## config.mk

```make
export PLATFORM = sky130hd
export DESIGN_NAME = load_store_unit
export DESIGN_NICKNAME = d
export VERILOG_FILES = /design/src/rtl/load_store_unit.sv
export SDC_FILE = /design/constraint.sdc
export NUM_CORES = 1
export LEC_CHECK = 0
export CAP_MARGIN = 20
export CORE_MARGIN = 2
export CORE_UTILIZATION = 48
export CTS_CLUSTER_SIZE = 25
export DETAILED_ROUTE_END_ITERATION = 10
export PLACE_DENSITY = 0.81
export SKIP_CTS_REPAIR_TIMING = 1
export SLEW_MARGIN = 5
export SYNTH_ARGS = -nofsm -noshare
export SYNTH_HDL_FRONTEND = slang
export SYNTH_SLANG_ARGS = --single-unit
```

## constraint.sdc

```tcl
create_clock -name clk -period 2.65 [get_ports clk]
set_clock_uncertainty 0.1 [all_clocks]
set_input_delay 0.3975 -clock clk [delete_from_list [all_inputs] [get_ports clk]]
set_output_delay 0.3975 -clock clk [all_outputs]
set_load 0.01 [all_outputs]
```

## src/rtl/load_store_unit.sv

```systemverilog
// Byte-addressed load/store front end for a word-indexed data memory.
// Optional misalignment trapping is enabled by defining MISALIGN_TRAP_EN.
module load_store_unit #(
  parameter int unsigned DEPTH = 10
) (
  input  logic        clk,
  input  logic        rst_n,
  input  logic        req_valid,
  output logic        req_ready,
  input  logic        req_write,
  input  logic [1:0]  req_size,
  input  logic        req_unsigned,
  input  logic [31:0] req_addr,
  input  logic [31:0] req_wdata,
  output logic        rsp_valid,
  input  logic        rsp_ready,
  output logic [31:0] rsp_rdata,
  output logic        rsp_err,
  output logic [31:0] mem_address,
  output logic        mem_read,
  output logic        mem_write,
  output logic [31:0] mem_wdata,
  input  logic [31:0] mem_rdata
);

  typedef enum logic [1:0] {IDLE, RD, WR, RESP} state_t;

  localparam logic [31:0] DEPTH_W = 32'(DEPTH);

  state_t      state_q, state_d;
  logic        write_q, write_d;
  logic [1:0]  size_q, size_d;
  logic        uns_q, uns_d;
  logic [1:0]  lane_q, lane_d;
  logic [31:0] wdata_q, wdata_d;
  logic [31:0] mem_address_q, mem_address_d;
  logic [31:0] mem_wdata_q, mem_wdata_d;
  logic        mem_read_q, mem_read_d;
  logic        mem_write_q, mem_write_d;
  logic [31:0] rsp_rdata_q, rsp_rdata_d;
  logic        rsp_err_q, rsp_err_d;
  logic        rsp_valid_q, rsp_valid_d;
  logic        req_err;

  // Insert the right-aligned store data into its little-endian lane(s).
  function automatic logic [31:0] merge_store(input logic [31:0] old_w,
                                              input logic [31:0] new_w,
                                              input logic [1:0]  size,
                                              input logic [1:0]  lane);
    logic [31:0] res;
    res = old_w;
    case (size)
      2'b00: begin
        case (lane)
          2'd0:    res[7:0]   = new_w[7:0];
          2'd1:    res[15:8]  = new_w[7:0];
          2'd2:    res[23:16] = new_w[7:0];
          default: res[31:24] = new_w[7:0];
        endcase
      end
      2'b01: begin
        if (lane[1]) res[31:16] = new_w[15:0];
        else         res[15:0]  = new_w[15:0];
      end
      default: res = new_w;
    endcase
    return res;
  endfunction

  function automatic logic [31:0] extend_load(input logic [31:0] w,
                                              input logic [1:0]  size,
                                              input logic [1:0]  lane,
                                              input logic        uns);
    logic [7:0]  b;
    logic [15:0] h;
    logic [31:0] res;
    case (lane)
      2'd0:    b = w[7:0];
      2'd1:    b = w[15:8];
      2'd2:    b = w[23:16];
      default: b = w[31:24];
    endcase
    h = lane[1] ? w[31:16] : w[15:0];
    case (size)
      2'b00:   res = uns ? {24'h0, b} : {{24{b[7]}}, b};
      2'b01:   res = uns ? {16'h0, h} : {{16{h[15]}}, h};
      default: res = w;
    endcase
    return res;
  endfunction

  always_comb begin
    req_err = (req_size == 2'b11) || ({2'b00, req_addr[31:2]} >= DEPTH_W);
`ifdef MISALIGN_TRAP_EN
    if (req_size == 2'b01 && req_addr[0])          req_err = 1'b1;
    if (req_size == 2'b10 && req_addr[1:0] != 2'b00) req_err = 1'b1;
`endif
  end

  always_comb begin
    state_d       = state_q;
    write_d       = write_q;
    size_d        = size_q;
    uns_d         = uns_q;
    lane_d        = lane_q;
    wdata_d       = wdata_q;
    mem_address_d = mem_address_q;
    mem_wdata_d   = mem_wdata_q;
    mem_read_d    = 1'b0;
    mem_write_d   = 1'b0;
    rsp_rdata_d   = rsp_rdata_q;
    rsp_err_d     = rsp_err_q;

    case (state_q)
      IDLE: begin
        if (req_valid) begin
          write_d     = req_write;
          size_d      = req_size;
          uns_d       = req_unsigned;
          lane_d      = req_addr[1:0];
          wdata_d     = req_wdata;
          rsp_rdata_d = 32'h0;
          if (req_err) begin
            rsp_err_d = 1'b1;
            state_d   = RESP;
          end else begin
            rsp_err_d     = 1'b0;
            mem_address_d = {2'b00, req_addr[31:2]};
            // Full-word stores skip the read; everything else reads first.
            if (req_write && req_size == 2'b10) begin
              mem_wdata_d = req_wdata;
              mem_write_d = 1'b1;
              state_d     = WR;
            end else begin
              mem_read_d = 1'b1;
              state_d    = RD;
            end
          end
        end
      end
      RD: begin
        if (write_q) begin
          mem_wdata_d = merge_store(mem_rdata, wdata_q, size_q, lane_q);
          mem_write_d = 1'b1;
          state_d     = WR;
        end else begin
          rsp_rdata_d = extend_load(mem_rdata, size_q, lane_q, uns_q);
          state_d     = RESP;
        end
      end
      WR: state_d = RESP;
      RESP: begin
        if (rsp_ready) state_d = IDLE;
      end
      default: state_d = IDLE;
    endcase

    rsp_valid_d = (state_d == RESP);
  end

  always_ff @(posedge clk or negedge rst_n) begin
    if (!rst_n) begin
      state_q       <= IDLE;
      write_q       <= 1'b0;
      size_q        <= 2'b00;
      uns_q         <= 1'b0;
      lane_q        <= 2'b00;
      wdata_q       <= 32'h0;
      mem_address_q <= 32'h0;
      mem_wdata_q   <= 32'h0;
      mem_read_q    <= 1'b0;
      mem_write_q   <= 1'b0;
      rsp_rdata_q   <= 32'h0;
      rsp_err_q     <= 1'b0;
      rsp_valid_q   <= 1'b0;
    end else begin
      state_q       <= state_d;
      write_q       <= write_d;
      size_q        <= size_d;
      uns_q         <= uns_d;
      lane_q        <= lane_d;
      wdata_q       <= wdata_d;
      mem_address_q <= mem_address_d;
      mem_wdata_q   <= mem_wdata_d;
      mem_read_q    <= mem_read_d;
      mem_write_q   <= mem_write_d;
      rsp_rdata_q   <= rsp_rdata_d;
      rsp_err_q     <= rsp_err_d;
      rsp_valid_q   <= rsp_valid_d;
    end
  end

  assign req_ready   = (state_q == IDLE);
  assign rsp_valid   = rsp_valid_q;
  assign rsp_rdata   = rsp_rdata_q;
  assign rsp_err     = rsp_err_q;
  assign mem_address = mem_address_q;
  assign mem_read    = mem_read_q;
  assign mem_write   = mem_write_q;
  assign mem_wdata   = mem_wdata_q;

endmodule

```

==> impl_results.md <==
* Outcome: finished, final reports clean
* VDD IR max at ~0.00057 V
* Largest fanout of any net on the critical path at 16
* Number of synthesized flops with an enable pin at 0
* WL/cell at 20.8 µm
* Worst Reg2Reg Path Length in Cells at 6
* Clock-pin slew on the worst setup and hold paths at approximately 0.060 ns
* Headroom to the max-slew limit at a little under half
* Starting density of the core at between 40% and 50%
* Number of buffers created by CTS at 17
* Violation count after the first detailed-route iteration at 605
* Number of antenna violations at the first check in global routing at 0
* DRC errors left at 0
* Cell count after synthesis at 693
* Wire length of the first global-routing pass at about 35000 µm
* Final Worst Setup Slack at ~0.16 ns
* # diodes at 0
* Transition time of the tightest slew-check pin at between 0.8 and 0.9 ns
* Clock latency at the later pin of the worst-skew pair at about 0.43 ns
* Arrival time of the worst setup path at between 2 and 3 ns
* Setup TNS at 0 ns
* Multi-input logic area at 3100 µm²
* Part of the cycle the worst path needs at between 90% and 100%
* Share of power burned in the clock network at approximately a quarter
* Category of the critical setup timing path: reg -> reg
* Setup repair after global routing missed its margin: no
* Hold-critical path depth at 2
* Switch Pwr at around 4000 µW
* Reg power frac at 31.7%
* Layout cell share with drive strength beyond 1 at approximately 11%
* Static power due to leakage at roughly 0.0046 µW
* Number of failing hold endpoints at the final stage at 0
* Core Box Area at ~14000 µm²
* Commonest register cell after synthesis: dfrtp_1
* Sw frac at a little over a third
* CP required at a little under 3 ns
* Internal power contribution at around 7000 µW
* Cell type with the largest total area after synthesis: dfrtp_1
* Wire length after detailed routing at between 20000 and 25000 µm
* Grt total ovfl at 0
* Total Die Area at around 15000 µm²
* Sequential area share after synthesis at between 50% and 60%
* Pin count of the biggest net entering global routing at 72
* Highest Clock Rate at roughly 400 MHz
* Flops & latches, synth at around 140
* Clock sink total at ~140
* Mean instance size in the synthesized netlist at ~9.9 µm²
* Shortest clock period the worst path allows after layout at ~2.5 ns
* Pins Over Slew Limit at 0
* Setup crit start kind: register
* Post-DRT Antenna Nets at 0
* Netlist area before placement at between 6000 and 7000 µm²
* Clock buffer depth at 2
* Layout Nets at between 900 and 1000
* Area used by sequential logic in the layout at 3450 µm²
* Global-route total usage across every layer at a little over 30%
* Number of setup violations in the final report at 0
* Area delta synth->final at 42.6%
* Iteration count of the initial detailed-routing pass at 8
* PortBufs at ~200
* Routed via count divided by cell count at between 5 and 6
* Area contributors post-synth: dfrtp_1 50%, nand2_1 8.3%, mux2_4 5.2%
* Library cell used as clock root buffer: clkbuf_16
* Detail Placement HPWL at between 15000 and 20000 µm
* Vert. Die Dim at approximately 120 µm
* Vias in the first global route at approximately 6400
* Power Density at roughly 1100 nW/µm²
* Die W at about 120 µm
* Commonest cells in the synthesized netlist: 151 x nand2_1, 138 x dfrtp_1, 47 x o21ai_0
* FP Rows at between 40 and 50
* H-tree depth reported by CTS at 4
* TritonCTS clock tree: yes
* Combinational cell fraction of total power at about 45%
* Placer's final routability congestion estimate at between 0.9 and 1
* Number of violations of the max-capacitance limit at 0
* Area share of the largest cell type after synthesis at about half
* Synthesis Warnings at 0
* Async SR Flop Fraction at between 90% and 100%
* Most repeated cell in the gate-level netlist after synthesis: nand2_1
* Fillers at between 1000 and 1500
* Worst setup EP type: register
* Worst hold path type: reg -> reg
* Number of unique standard cell types used by synthesis at 43
* Boundary Pins at 205
* Via Count at 6250
* Worst setup slack after placement at -0.0112 ns
* Worst hold slack after final layout at between 0.3 and 0.4 ns
[sequential cells by signal, indices dropped and copies added (netlist names), 2 cells and up]
name         flops
mem_wdata       32
rsp_rdata       32
wdata_q         32
mem_address     30
lane_q           2
size_q           2
state_q          2
[per-stage QoR]
stage / instance area, µm² / util (%) / total power (µW) / std cells
2_1_floorplan: 6870 / - / 6110 / 694
4_1_cts: 9780 / 70.2 / 10900 / 1082
3_5_place_dp: 9140 / 65.6 / 8250 / 1051
3_3_place_gp: 9140 / 65.6 / 8130 / 1051
6_report: 9790 / 70.3 / 10900 / 1083
5_1_grt: 9790 / 70.3 / 11500 / 1083
[area by class of cell]
| type | count | share of cell area (%) |
|---|---|---|
| clock buffer | 22 | 4.94 |
| clock inverter | 9 | 1.65 |
| inverter | 22 | 0.843 |
| multi-input combinational | 480 | 31.6 |
| sequential | 138 | 35.3 |
| tap | 180 | 2.30 |
| timing repair buffer | 232 | 23.4 |
[power by group through the flow]
stage / registers, µW / clock network, µW / logic, µW
floorplan: 3500 / 0 / 2600
global placement: 3420 / 0 / 4700
detailed placement: 3460 / 0 / 4800
CTS: 3440 / 2620 / 4820
global route: 3530 / 2710 / 5250
finish: 3450 / 2600 / 4850
[cells by family (layout without fill, tap and decap cells)]
kind of cell,Yosys count,in the layout,share of synthesized area (%)
other,1,2,0.0546
DFF,138,138,50.3
buffers and inverters,76,285,4.68
and+or+nand+nor,248,248,16.5
muxes,59,59,10.9
AOI/OAI and AO/OA,171,171,17.6
[worst paths after layout]
check	from	endpoint	slack, ns
worst max register to register	lane_q[0]$_DFFE_PN0P_	rsp_rdata[17]$_DFFE_PN0P_	0.16
worst min register to register	wdata_q[22]$_DFFE_PN0P_	wdata_q[22]$_DFFE_PN0P_	0.37
max in group asynchronous	rst_n	mem_address[2]$_DFFE_PN0P_	1.19
worst min-delay path	wdata_q[22]$_DFFE_PN0P_	wdata_q[22]$_DFFE_PN0P_	0.37
min in group asynchronous	rst_n	mem_address[24]$_DFFE_PN0P_	0.44
worst max-delay path	lane_q[0]$_DFFE_PN0P_	rsp_rdata[17]$_DFFE_PN0P_	0.16
[critical path: stages (launching register included)]
cell and delay, ns:
dfrtp_1 0.50, buf_4 0.21, mux4_2 0.36, inv_1 0.07, o21ai_0 0.22, nor4b_4 0.73, a221o_1 0.23
[routing by layer]
metal  global-route usage [%]  share of wire, %  vias up
met4                     13.1               3.0        0
met3                     6.78               7.7       43
met5                        0                 0        -
met2                     49.6                47      323
met1                     39.8                42     3047
li1                         -                 -     2837
[cells in the final DEF (no fill, tap or decap), types with 17 or more instances in the layout]
master	netlist	layout
a21oi_1	22	22
nor2_1	30	29
clkbuf_16	0	17
nor2b_1	29	29
nand2_1	151	151
inv_1	21	21
dfrtp_1	138	138
buf_4	2	26
a221o_1	17	17
clkdlybuf4s50_1	0	201
mux2_4	24	24
o21ai_0	47	47
Note: power is estimated with default switching activity, not from simulation.
